--- src/rtl/accum_sat_pkg.sv ---
// accum_sat_pkg: shared number/state types and saturation limits for accumulator stages
package accum_sat_pkg;
  typedef enum logic {UNSIGNED, SIGNED} num_t;
  typedef enum logic [1:0] {IDLE, ACC, HOLD} acc_state_t;
  function automatic logic [63:0] max_val(input int dwd, input num_t t);
    return t == SIGNED ? ~64'd0 >> (65 - dwd) : ~64'd0 >> (64 - dwd);
  endfunction
  function automatic logic [63:0] min_val(input int dwd, input num_t t);
    return t == SIGNED ? 64'd1 << (dwd - 1) : 64'd0;
  endfunction
endpackage

--- src/rtl/accum_sat_if.sv ---
// accum_sat_if: operand stream in, saturated result stream out
interface accum_sat_if #(
  parameter int DWd   = 8,
  parameter int LenWd = 8
);
  logic             i_clr;
  logic [LenWd-1:0] i_len;
  logic             i_valid;
  logic             i_ready;
  logic [DWd-1:0]   i_data;
  logic             o_valid;
  logic             o_ready;
  logic [DWd-1:0]   o_data;
  logic             o_ovf;
  logic             o_udf;
  modport master (output i_clr, i_len, i_valid, i_data, o_ready,
                  input  i_ready, o_valid, o_data, o_ovf, o_udf);
  modport slave  (input  i_clr, i_len, i_valid, i_data, o_ready,
                  output i_ready, o_valid, o_data, o_ovf, o_udf);
endinterface

--- src/rtl/accum_sat_sat_add.sv ---
// sat_add: one-step clamping adder on a DWd+1-bit extended sum
module sat_add import accum_sat_pkg::*; #(
  parameter int   DWd  = 8,
  parameter num_t Type = UNSIGNED
) (
  input  logic [DWd-1:0] a,
  input  logic [DWd-1:0] b,
  output logic [DWd-1:0] sum,
  output logic           ovf,
  output logic           udf
);
  localparam logic [DWd-1:0] MaxV = DWd'(max_val(DWd, Type));
  localparam logic [DWd-1:0] MinV = DWd'(min_val(DWd, Type));
  logic [DWd:0] s;
  assign s   = {Type == SIGNED && a[DWd-1], a} + {Type == SIGNED && b[DWd-1], b};
  assign ovf = Type == SIGNED ? s[DWd -: 2] == 2'b01 : s[DWd];
  assign udf = Type == SIGNED && s[DWd -: 2] == 2'b10;
  assign sum = ovf ? MaxV : udf ? MinV : s[DWd-1:0];
endmodule

--- src/rtl/accum_sat.sv ---
// accum_sat: sums frames of i_len+1 operands with per-add saturation; result held until o_ready
module accum_sat import accum_sat_pkg::*; #(
  parameter int   DWd   = 8,
  parameter num_t Type  = UNSIGNED,
  parameter int   LenWd = 8
) (
  input logic        clk,
  input logic        rst_n,
  accum_sat_if.slave bus
);
  acc_state_t       state_q, state_d;
  logic [DWd-1:0]   acc_q, acc_d, sum;
  logic [LenWd-1:0] cnt_q, cnt_d, len_q, len_d;
  logic             ovf_q, ovf_d, udf_q, udf_d, add_ovf, add_udf, take;
  sat_add #(.DWd(DWd), .Type(Type)) u_add (
    .a(acc_q), .b(bus.i_data), .sum(sum), .ovf(add_ovf), .udf(add_udf)
  );
  assign take        = bus.i_valid && state_q != HOLD;
  assign bus.i_ready = state_q != HOLD;
  assign bus.o_valid = state_q == HOLD;
  assign bus.o_data  = acc_q;
  assign bus.o_ovf   = ovf_q;
  assign bus.o_udf   = udf_q;
  always_comb begin
    state_d = state_q;
    acc_d   = acc_q;
    ovf_d   = ovf_q;
    udf_d   = udf_q;
    cnt_d   = cnt_q;
    len_d   = len_q;
    if (bus.i_clr) begin
      state_d = IDLE;
      ovf_d   = 1'b0;
      udf_d   = 1'b0;
    end else if (state_q == IDLE && take) begin
      acc_d   = bus.i_data;
      ovf_d   = 1'b0;
      udf_d   = 1'b0;
      len_d   = bus.i_len;
      cnt_d   = '0;
      state_d = bus.i_len == '0 ? HOLD : ACC;
    end else if (state_q == ACC && take) begin
      acc_d   = sum;
      ovf_d   = ovf_q | add_ovf;
      udf_d   = udf_q | add_udf;
      cnt_d   = cnt_q + LenWd'(1);
      // len_q >= 1 here, so len_q-1 never wraps and cnt tops out below 2**LenWd-1
      state_d = cnt_q == len_q - LenWd'(1) ? HOLD : ACC;
    end else if (state_q == HOLD && bus.o_ready) begin
      state_d = IDLE;
    end
  end
  always_ff @(posedge clk or negedge rst_n) begin
    if (!rst_n) begin
      state_q <= IDLE;
      acc_q   <= '0;
      ovf_q   <= 1'b0;
      udf_q   <= 1'b0;
      cnt_q   <= '0;
      len_q   <= '0;
    end else begin
      state_q <= state_d;
      acc_q   <= acc_d;
      ovf_q   <= ovf_d;
      udf_q   <= udf_d;
      cnt_q   <= cnt_d;
      len_q   <= len_d;
    end
  end
endmodule
--- src/flat_wrapper.sv ---
// flat-port wrapper written by rule: the top's interface ports become plain ports
module accum_sat_flat import accum_sat_pkg::*;
#(
  parameter int   DWd   = 8,
  parameter num_t Type  = UNSIGNED,
  parameter int   LenWd = 8
)
  (clk, rst_n, bus_i_clr, bus_i_len, bus_i_valid, bus_i_data, bus_o_ready, bus_i_ready, bus_o_valid, bus_o_data, bus_o_ovf, bus_o_udf);
  accum_sat_if #(.DWd(DWd), .LenWd(LenWd)) bus_i ();
  input logic clk;
  input logic rst_n;
  input wire logic [$bits(bus_i.i_clr)-1:0] bus_i_clr;
  input wire logic [$bits(bus_i.i_len)-1:0] bus_i_len;
  input wire logic [$bits(bus_i.i_valid)-1:0] bus_i_valid;
  input wire logic [$bits(bus_i.i_data)-1:0] bus_i_data;
  input wire logic [$bits(bus_i.o_ready)-1:0] bus_o_ready;
  output wire logic [$bits(bus_i.i_ready)-1:0] bus_i_ready;
  output wire logic [$bits(bus_i.o_valid)-1:0] bus_o_valid;
  output wire logic [$bits(bus_i.o_data)-1:0] bus_o_data;
  output wire logic [$bits(bus_i.o_ovf)-1:0] bus_o_ovf;
  output wire logic [$bits(bus_i.o_udf)-1:0] bus_o_udf;
  assign bus_i.i_clr = bus_i_clr;
  assign bus_i.i_len = bus_i_len;
  assign bus_i.i_valid = bus_i_valid;
  assign bus_i.i_data = bus_i_data;
  assign bus_i.o_ready = bus_o_ready;
  assign bus_i_ready = bus_i.i_ready;
  assign bus_o_valid = bus_i.o_valid;
  assign bus_o_data = bus_i.o_data;
  assign bus_o_ovf = bus_i.o_ovf;
  assign bus_o_udf = bus_i.o_udf;
  accum_sat #(.DWd(DWd), .Type(Type), .LenWd(LenWd)) u_core (.clk(clk), .rst_n(rst_n), .bus(bus_i));
endmodule
--- config.mk ---
export PLATFORM = sky130hd
export DESIGN_NAME = accum_sat_flat
export DESIGN_NICKNAME = d
export VERILOG_FILES = /design/src/rtl/accum_sat_pkg.sv /design/src/rtl/accum_sat_if.sv /design/src/rtl/accum_sat_sat_add.sv /design/src/rtl/accum_sat.sv /design/src/flat_wrapper.sv
export SDC_FILE = /design/constraint.sdc
export NUM_CORES = 1
export LEC_CHECK = 0
export ABC_AREA = 1
export BUFFER_PORTS_ARGS = -buffer_cell sky130_fd_sc_hd__buf_2
export CORE_MARGIN = 1.5
export CORE_UTILIZATION = 35
export CTS_CLUSTER_SIZE = 28
export DETAILED_ROUTE_END_ITERATION = 12
export SYNTH_ARGS = -nofsm -noshare
export SYNTH_HDL_FRONTEND = slang
export SYNTH_HIERARCHICAL = 1
export SYNTH_SLANG_ARGS = --single-unit
--- constraint.sdc ---
create_clock -name clk -period 5.6 [get_ports clk]
set_clock_uncertainty 0.05 [all_clocks]
set_input_delay 1.68 -clock clk [delete_from_list [all_inputs] [get_ports clk]]
set_output_delay 1.68 -clock clk [all_outputs]
set_load 0.1 [all_outputs]
==> results of run 1 <==
final cells by class:
| class | instances | area, µm² | area share (%) |
|---|---|---|---|
| Multi-Input combinational cell | 221 | 1210 | 50.5 |
| Clock inverter | 1 | 30.0 | 1.26 |
| Inverter | 42 | 158 | 6.59 |
| Sequential cell | 28 | 701 | 29.3 |
| Tap cell | 75 | 93.8 | 3.92 |
| Clock buffer | 3 | 41.3 | 1.73 |
| Timing Repair Buffer | 32 | 160 | 6.69 |
final timing paths:
check,startpoint,endpoint,slack (ns),cells after the start
max,bus_i_data[0],u_core/bus.o_data[5],2.30,12
min in group asynchronous,rst_n,u_core/len_q[2],1.37,1
min reg2reg,u_core/len_q[7],u_core/len_q[7],0.47,2
max reg2reg,u_core/bus.o_data[0],u_core/bus.o_data[5],3.36,11
min,u_core/len_q[7],u_core/len_q[7],0.47,2
max in group asynchronous,rst_n,u_core/bus.o_data[5],3.72,1
sequential cells by signal, summed over array words and instances (netlist names):
signal             cells
u_core/bus.o_data      8
u_core/bus.o_ovf       1
u_core/bus.o_udf       1
u_core/cnt_q           8
u_core/len_q           8
u_core/state_q         2
worst max-delay path: stages:
cell and delay (ns):
buf_2 0.10, ha_1 0.20, fa_1 0.39, nand2_1 0.10, nand2_1 0.08, nand2_2 0.08, nor2_2 0.05, nor2_4 0.18
nand3_1 0.10, or2_2 0.30, o211ai_1 0.08, nand2_1 0.08
per-stage QoR:
step                      utilization, %  power (mW)  hold slack [ns]
after floorplan                        -       0.593            0.412
after global placement              39.7       0.668            0.435
after detailed placement            39.7       0.672            0.444
after CTS                           40.9       0.834            0.466
after global routing                40.9       0.895            0.506
final                               40.9       0.827            0.468
kinds of logic after synthesis:
family                     Yosys count  share of synthesized area, %
AOI/OAI and AO/OA                   35                          9.37
adders and majority gates           11                          6.93
and+or+nand+nor                    171                          39.9
buffers and inverters               46                          8.90
DFF                                 28                          33.4
xor gates and xnor gates             3                          1.25
other                                1                         0.179
layer usage:
layer / wire [µm] / GRT usage (%)
met1: 2280 / 20.6
met2: 1940 / 24.5
met3: 102 / 1.48
met4: 57 / 3.10
met5: 0 / 0
where the power goes:
| part | leakage (nW) | internal [mW] | switching (mW) |
|---|---|---|---|
| logic | 0.892 | 0.119 | 0.280 |
| clock network | 0.0357 | 0.0956 | 0.0655 |
| registers | 0.358 | 0.234 | 0.0339 |
placed cells by master, fill, tap and decap left out, drive strengths merged:
master  netlist  final
nor2         29     29
nor3          2      2
nor4          3      3
o211ai        6      6
buf           4     32
nand2        99     99
xnor2         1      1
o21ai        17     17
fa            1      1
clkbuf        0      3
inv          40     40
a21oi        11     11
xor2          2      2
conb          1      1
nand3        25     25
and3          1      1
nand3b        3      3
o21bai        1      1
or2           9      9
bufinv        0      1
clkinv        2      2
dfrtp        28     28
ha           10     10
==> key figures, run 1 <==
Status
  – Status: completed

Drt
  – Via count: 1907
  – DRC: 0
  – Drt wl/cell: 10.9 µm
  – Routed wire length: 4.38 mm
  – Antenna Nets Post-Route: 0
  – Vias per cell: 4.74
  – Violation count after the first detailed-routing iteration: 69
  – Initial DRT Pass Iterations: 4

Place
  – RePlAce Congestion: 0.790
  – Placed insts: 398
  – Placement-stage cell area: 2320 µm²
  – # port buffers: 32
  – Detailed placement HPWL: 3.51 mm
  – Setup WS pre-CTS: 2.02 ns

Min path
  – Worst Hold Class: reg2reg

Layout
  – Nets: 360
  – Number of fillers in the final layout: 595
  – Post-route insts no fill: 402
  – Finished Cell Area: 2390 µm²
  – Number of diodes: 0
  – Share of cells above drive strength 1: 19.9%
  – Synth-to-Final Area Change: 14.1%

Clock network
  – Post CTS Setup Buffer Count: 0
  – Root Buffer Master: clkbuf_8
  – CTS Sinks: 28
  – Clock buffer depth: 2
  – H-tree depth: 1
  – TritonCTS Buffers: 3
  – Worst skew pair latency: 0.27 ns
  – Reg clk slew, reported paths: 0.10 ns
  – Hold_buf cts: 0
  – CTS tree: built
  – Post-cts gate resize count: 0

Floorplanning
  – Die Footprint: 6460 µm²
  – Starting Density: 35.8%
  – Row cnt: 28
  – Die Y: 80.4 µm
  – Die X-Extent: 80.4 µm
  – Placeable Area: 5850 µm²
  – Top-level I/O count: 33

Global routing
  – Antenna violations before repair: 0
  – Number of global-route vias before repair: 1755
  – GRT Total Usage: 14.7%
  – Largest net degree at the start of global routing: 29
  – First-pass GRT wire length: 7.60 mm
  – GRT overflow: 0

Logic synthesis
  – Top cells by area, synth: dfrtp_1, nand2_1, inv_1
  – Synth Register Bits: 28
  – Synthesized area: 2100 µm²
  – Biggest area consumer among synthesized cells: dfrtp_1
  – Synth Net Count: 327
  – Syn. warnings: 6
  – EDFF count, synth: 0
  – Dominant synthesized flop cell: dfrtp_1
  – Most frequent cell after synthesis: nand2_1
  – Synth cell types: 35
  – Sequential fraction of the synthesis area: 33.4%
  – Top cells by instance count after synthesis: nand2_1, inv_1, dfrtp_1
  – Asr flop ratio synth: 100%
  – Post-Syn Instances: 295
  – Synth top area share: 33.4%
  – Syn Area/Cell: 7.10 µm²

Setup path
  – Critical Path RT: 5.71 ns
  – Nature of the critical path startpoint: input port
  – CP Class: in2reg
  – Crit-path max FO: 9
  – CP Capture Type: flop
  – Arrival @ worst endpoint: 3.42 ns

STA
  – RSZ-0062 raised after global routing: false
  – Final min period: 3.30 ns
  – Final setup TNS: 0 ns
  – Hold Vio Cnt, Final: 0
  – Final number of setup-violating endpoints: 0
  – Max Clk Rate: 303 MHz
  – Final worst-path setup slack: 2.30 ns
  – Pins Over Slew Limit: 0
  – Max_slew headroom: 57.5%
  – Worst-Margin Slew: 0.638 ns
  – Fraction of the cycle the final worst path needs: 59.0%

Job
  – Max Cap Viol: 0

Pwr
  – Maximum vdd drop: 0.183 mV
  – P_leak: 1.29 nW
  – Power per Cell Area: 346 nW/µm²
Power figures use the tool's default switching activity.
==> run 2, diff against run 1 <==
Clock period 5.6 ns to 2.7 ns, I/O delays scaled along.
==> key figures, run 2 (synthesized netlist as in run 1, its figures left out) <==
Status
  – Status: completed

Place
  – RePlAce Congestion: 0.836
  – Placed insts: 400
  – Detailed placement HPWL: 3.48 mm
  – Placement-stage cell area: 2340 µm²
  – # port buffers: 32

Drt
  – Via count: 1873
  – Initial DRT Pass Iterations: 4
  – Antenna Nets Post-Route: 0
  – Violation count after the first detailed-routing iteration: 73
  – Routed wire length: 4.44 mm
  – DRC: 0
  – Vias per cell: 4.65
  – Drt wl/cell: 11.0 µm

STA
  – Final min period: 2.38 ns
  – Pins Over Slew Limit: 0
  – Max_slew headroom: 56.9%
  – Hold Vio Cnt, Final: 0
  – Final number of setup-violating endpoints: 0
  – Worst hold margin: 0.454 ns
  – Worst-Margin Slew: 0.646 ns
  – RSZ-0062 raised after global routing: false
  – Final setup TNS: 0 ns
  – Fraction of the cycle the final worst path needs: 88.3%
  – Max Clk Rate: 419 MHz

Min path
  – Hold_sp: u_core/len_q[7]
  – Hold path cells: 2
  – Worst Hold Class: reg2reg
  – WHS Endpoint: u_core/len_q[7]

Pwr
  – Maximum vdd drop: 0.390 mV
  – Power per Cell Area: 678 nW/µm²
  – P_leak: 1.28 nW
  – Overall power: 1.62 mW

Clock network
  – Root Buffer Master: clkbuf_8
  – CTS Sinks: 28
  – Worst skew pair latency: 0.27 ns
  – Reg clk slew, reported paths: 0.09 ns
  – CTS tree: built
  – Post-cts gate resize count: 0
  – Hold_buf cts: 0
  – Clock buffer depth: 2
  – TritonCTS Buffers: 3
  – Post CTS Setup Buffer Count: 0
  – H-tree depth: 1

Layout
  – Synth-to-Final Area Change: 13.8%
  – Post-route insts no fill: 403
  – Most frequent cells in the layout: nand2_1, inv_1, buf_2
  – Number of diodes: 0
  – Commonest non-fill, non-tap cell in the layout: nand2_1
  – Finished Cell Area: 2380 µm²
  – Nets: 362
  – Share of cells above drive strength 1: 20.4%

Global routing
  – GRT busiest layer: met2
  – Antenna violations before repair: 0
  – First-pass GRT wire length: 8.03 mm
  – Met3 GRT Util: 1.59%
  – GR Util met2: 24.6%
  – Number of global-route vias before repair: 1836
  – Met1 usage: 22.1%
  – Largest net degree at the start of global routing: 29
  – GRT overflow: 0
  – GRT Total Usage: 15.7%

Floorplanning
  – Die Footprint: 6460 µm²
  – Row cnt: 28
  – Die Y: 80.4 µm
  – Die X-Extent: 80.4 µm
  – Placeable Area: 5850 µm²
  – Top-level I/O count: 33
  – Starting Density: 35.8%

Setup path
  – R2R Setup Slk: 0.52 ns
  – Crit-path max FO: 8
  – Nature of the critical path startpoint: input port
  – Worst R2R End: u_core/bus.o_data[4]
  – R2R cell count: 11
  – CP Class: in2reg
  – CP Capture Type: flop
  – Critical Path RT: 2.81 ns
  – Arrival @ worst endpoint: 2.50 ns
  – FF-to-FF Start: u_core/bus.o_data[0]

Job
  – Max Cap Viol: 0
==> run 2: cell count changes in the layout (fill, tap and decap cells not counted), sizes merged <==
cell / change
buf: +2
bufinv: -1
==> run 2: per-stage QoR <==
stage | utilization, % | worst slack [ns]
floorplan | - | 0.0991
global placement | 40.1 | 0.0401
detailed placement | 40.1 | 0.00866
CTS | 40.8 | 0.317
global route | 40.8 | 0.134
finish | 40.8 | 0.316
==> run 2: worst max-delay path by stage <==
stage / cells past startpoint / slack (ns) / to / start
floorplan: 11 / 0.1 / u_core/bus.o_data[5] / u_core/bus.o_data[0]
global placement: 12 / 0.04 / u_core/bus.o_data[5] / bus_i_data[0]
detailed placement: 12 / 0.009 / u_core/bus.o_data[4] / bus_i_data[0]
CTS: 12 / 0.32 / u_core/bus.o_data[5] / bus_i_data[0]
global route: 12 / 0.13 / u_core/bus.o_data[4] / bus_i_data[0]
finish: 12 / 0.32 / u_core/bus.o_data[4] / bus_i_data[0]
==> run 2: report_power, final <==
| part | total [mW] | internal (mW) | switching, mW |
|---|---|---|---|
| Combinational | 0.837 | 0.254 | 0.583 |
| Clock | 0.225 | 0.100 | 0.125 |
| Sequential | 0.554 | 0.485 | 0.0690 |
==> run 2: layer usage <==
layer | share of wire, % | up-vias
met5 | 0 | -
met4 | 0.92 | 0
met3 | 2.8 | 4
met2 | 45 | 23
met1 | 52 | 844
li1 | - | 1002
==> run 2: final cells by class <==
class	instances	area (µm²)
Fill cell	610	3470
Multi-Input combinational cell	221	1220
Inverter	42	158
Clock buffer	3	41.3
Timing Repair Buffer	34	175
Tap cell	75	93.8
Sequential cell	28	701
==> run 2: critical path, stage by stage <==
cell,delay (ns)
buf_2,0.11
ha_1,0.20
fa_1,0.38
nand2_1,0.10
nand2_1,0.08
nand2_2,0.09
nor2_2,0.05
nor2_4,0.16
nand3_1,0.08
or2_2,0.29
o211ai_1,0.09
nand2_1,0.06
==> run 3, diff against run 2 <==
Settings changed: SYNTH_HIERARCHICAL 1 to default.
==> key figures, run 3 <==
Clock network
  – Root Buffer Master: clkbuf_8
  – Post-cts gate resize count: 0
  – Reg clk slew, reported paths: 0.11 ns
  – Post CTS Setup Buffer Count: 0
  – CTS tree: built
  – Worst skew pair latency: 0.29 ns
  – Clock buffer depth: 2
  – Hold_buf cts: 0
  – CTS Sinks: 27
  – TritonCTS Buffers: 3
  – H-tree depth: 1

Drt
  – Initial DRT Pass Iterations: 4
  – Antenna Nets Post-Route: 0
  – Violation count after the first detailed-routing iteration: 114
  – Routed wire length: 4.25 mm
  – Vias per cell: 4.68
  – DRC: 0
  – Drt wl/cell: 11.4 µm
  – Via count: 1746

Place
  – Detailed placement HPWL: 3.26 mm
  – RePlAce Congestion: 0.806
  – Placed insts: 369
  – # port buffers: 31

Layout
  – Share of cells above drive strength 1: 20.5%
  – Multi-input gate area: 1100 µm²
  – Number of fillers in the final layout: 543
  – Nets: 336
  – Register area: 676 µm²
  – Commonest non-fill, non-tap cell in the layout: nand2_1
  – Synth-to-Final Area Change: 15.0%
  – Number of diodes: 0
  – Post-route insts no fill: 373
  – Most frequent cells in the layout: nand2_1, inv_1, buf_2

Floorplanning
  – Starting Density: 37.1%
  – Die Y: 77.5 µm
  – Placeable Area: 5240 µm²
  – Row cnt: 26
  – Die Footprint: 6010 µm²
  – Die X-Extent: 77.5 µm
  – Top-level I/O count: 33

Logic synthesis
  – Syn Area/Cell: 7.20 µm²
  – Biggest area consumer among synthesized cells: dfrtp_1
  – Top cells by area, synth: dfrtp_1, nand2_1, inv_1
  – Synth cell types: 32
  – Synth Net Count: 302
  – Most frequent cell after synthesis: nand2_1
  – Sequential fraction of the synthesis area: 34.7%
  – Top cells by instance count after synthesis: nand2_1, inv_1, dfrtp_1
  – EDFF count, synth: 0
  – Asr flop ratio synth: 100%
  – Dominant synthesized flop cell: dfrtp_1
  – Post-Syn Instances: 270
  – Synthesized area: 1940 µm²
  – Syn. warnings: 0
  – Synth Register Bits: 27
  – Synth top area share: 34.7%

Global routing
  – Number of global-route vias before repair: 1628
  – GRT Total Usage: 15.9%
  – Antenna violations before repair: 0
  – Largest net degree at the start of global routing: 28
  – GRT busiest layer: met1
  – Met1 usage: 24.1%
  – GRT overflow: 0
  – Met3 GRT Util: 1.53%
  – GR Util met2: 23.3%
  – First-pass GRT wire length: 7.68 mm

STA
  – Fraction of the cycle the final worst path needs: 85.2%
  – Final min period: 2.30 ns
  – Pins Over Slew Limit: 0
  – Worst-Margin Slew: 0.663 ns
  – Worst hold margin: 0.471 ns
  – Max_slew headroom: 55.8%
  – RSZ-0062 raised after global routing: false
  – Hold Vio Cnt, Final: 0
  – Final number of setup-violating endpoints: 0
  – Final setup TNS: 0 ns
  – Max Clk Rate: 435 MHz

Status
  – Status: completed

Setup path
  – Crit-path max FO: 5
  – CP Class: in2reg
  – Nature of the critical path startpoint: input port
  – Arrival @ worst endpoint: 2.43 ns
  – CP Capture Type: flop
  – Critical Path RT: 2.83 ns

Pwr
  – P_leak: 1.18 nW
  – Maximum vdd drop: 0.446 mV
  – Overall power: 1.58 mW
  – Power per Cell Area: 708 nW/µm²

Min path
  – Worst Hold Class: reg2reg

Job
  – Max Cap Viol: 0
==> run 3: cell types whose count changed after synthesis, sizes merged, moves of 3 or more <==
cell	delta
nand4	+5
nor3	+7
nor2	-9
xnor2	+3
o211ai	-3
nand3	-6
nand2	-17
nand3b	-3
or2	-7
==> run 3: critical path, cell delays in order <==
cell and delay (ns):
buf_2 0.10, ha_1 0.20, fa_1 0.42, nand3_1 0.12, nand3_2 0.09, nand2_1 0.09, o211ai_2 0.15, nor2_2 0.23
nand2_1 0.07, o211ai_1 0.09, nand2_1 0.07
==> run 3: layer usage <==
| layer | wire (µm) | part of all wire (%) | up-vias |
|---|---|---|---|
| li1 | - | - | 937 |
| met1 | 2320 | 55 | 778 |
| met2 | 1770 | 42 | 26 |
| met3 | 94 | 2.2 | 5 |
| met4 | 58 | 1.4 | 0 |
| met5 | 0 | 0 | - |
==> run 3: cell families after synthesis <==
| group | Yosys count | share of synthesized area (%) |
|---|---|---|
| buffers and inverters | 46 | 9.27 |
| flip-flops | 27 | 34.7 |
| adder cells (fa/ha/maj) | 11 | 7.46 |
| XOR/XNOR | 7 | 3.15 |
| other | 1 | 0.193 |
| AND/OR/NAND/NOR | 138 | 33.3 |
| AO/OA/AOI/OAI | 40 | 11.9 |
==> run 3: power by group <==
| group | switching [mW] | leakage, nW | internal, mW |
|---|---|---|---|
| logic | 0.563 | 0.807 | 0.224 |
| registers | 0.0669 | 0.347 | 0.470 |
| clock network | 0.154 | 0.0217 | 0.105 |
==> run 3: area by class of cell <==
class	instances	area share [%]
sequential	27	30.2
timing repair buffer	33	7.61
clock inverter	1	0.336
inverter	42	7.05
clock buffer	3	1.85
tap	70	3.92
multi-input combinational	197	49.0
==> run 3: path summary, 6_finish.rpt <==
| path | slack, ns | to | cells past startpoint | start |
|---|---|---|---|---|
| setup / recovery | 0.40 | u_core.bus.o_data[3] | 11 | bus_i_data[0] |
| hold / removal | 0.47 | u_core.bus.o_data[4] | 2 | u_core.bus.o_data[4] |
| setup reg to reg | 0.58 | u_core.bus.o_data[3] | 10 | u_core.bus.o_data[0] |
| hold reg to reg | 0.47 | u_core.bus.o_data[4] | 2 | u_core.bus.o_data[4] |
| max in group asynchronous | 1.68 | u_core.bus.o_ovf | 1 | rst_n |
| min in group asynchronous | 0.48 | u_core.cnt_q[7] | 1 | rst_n |
==> run 3: stage by stage <==
step	worst slack (ns)	utilization [%]	cell area, µm²
after floorplan	0.168	-	1950
after global placement	0.145	41.8	2190
after detailed placement	0.0834	41.8	2190
after CTS	0.385	42.7	2240
after global routing	0.227	42.7	2240
final	0.400	42.7	2240
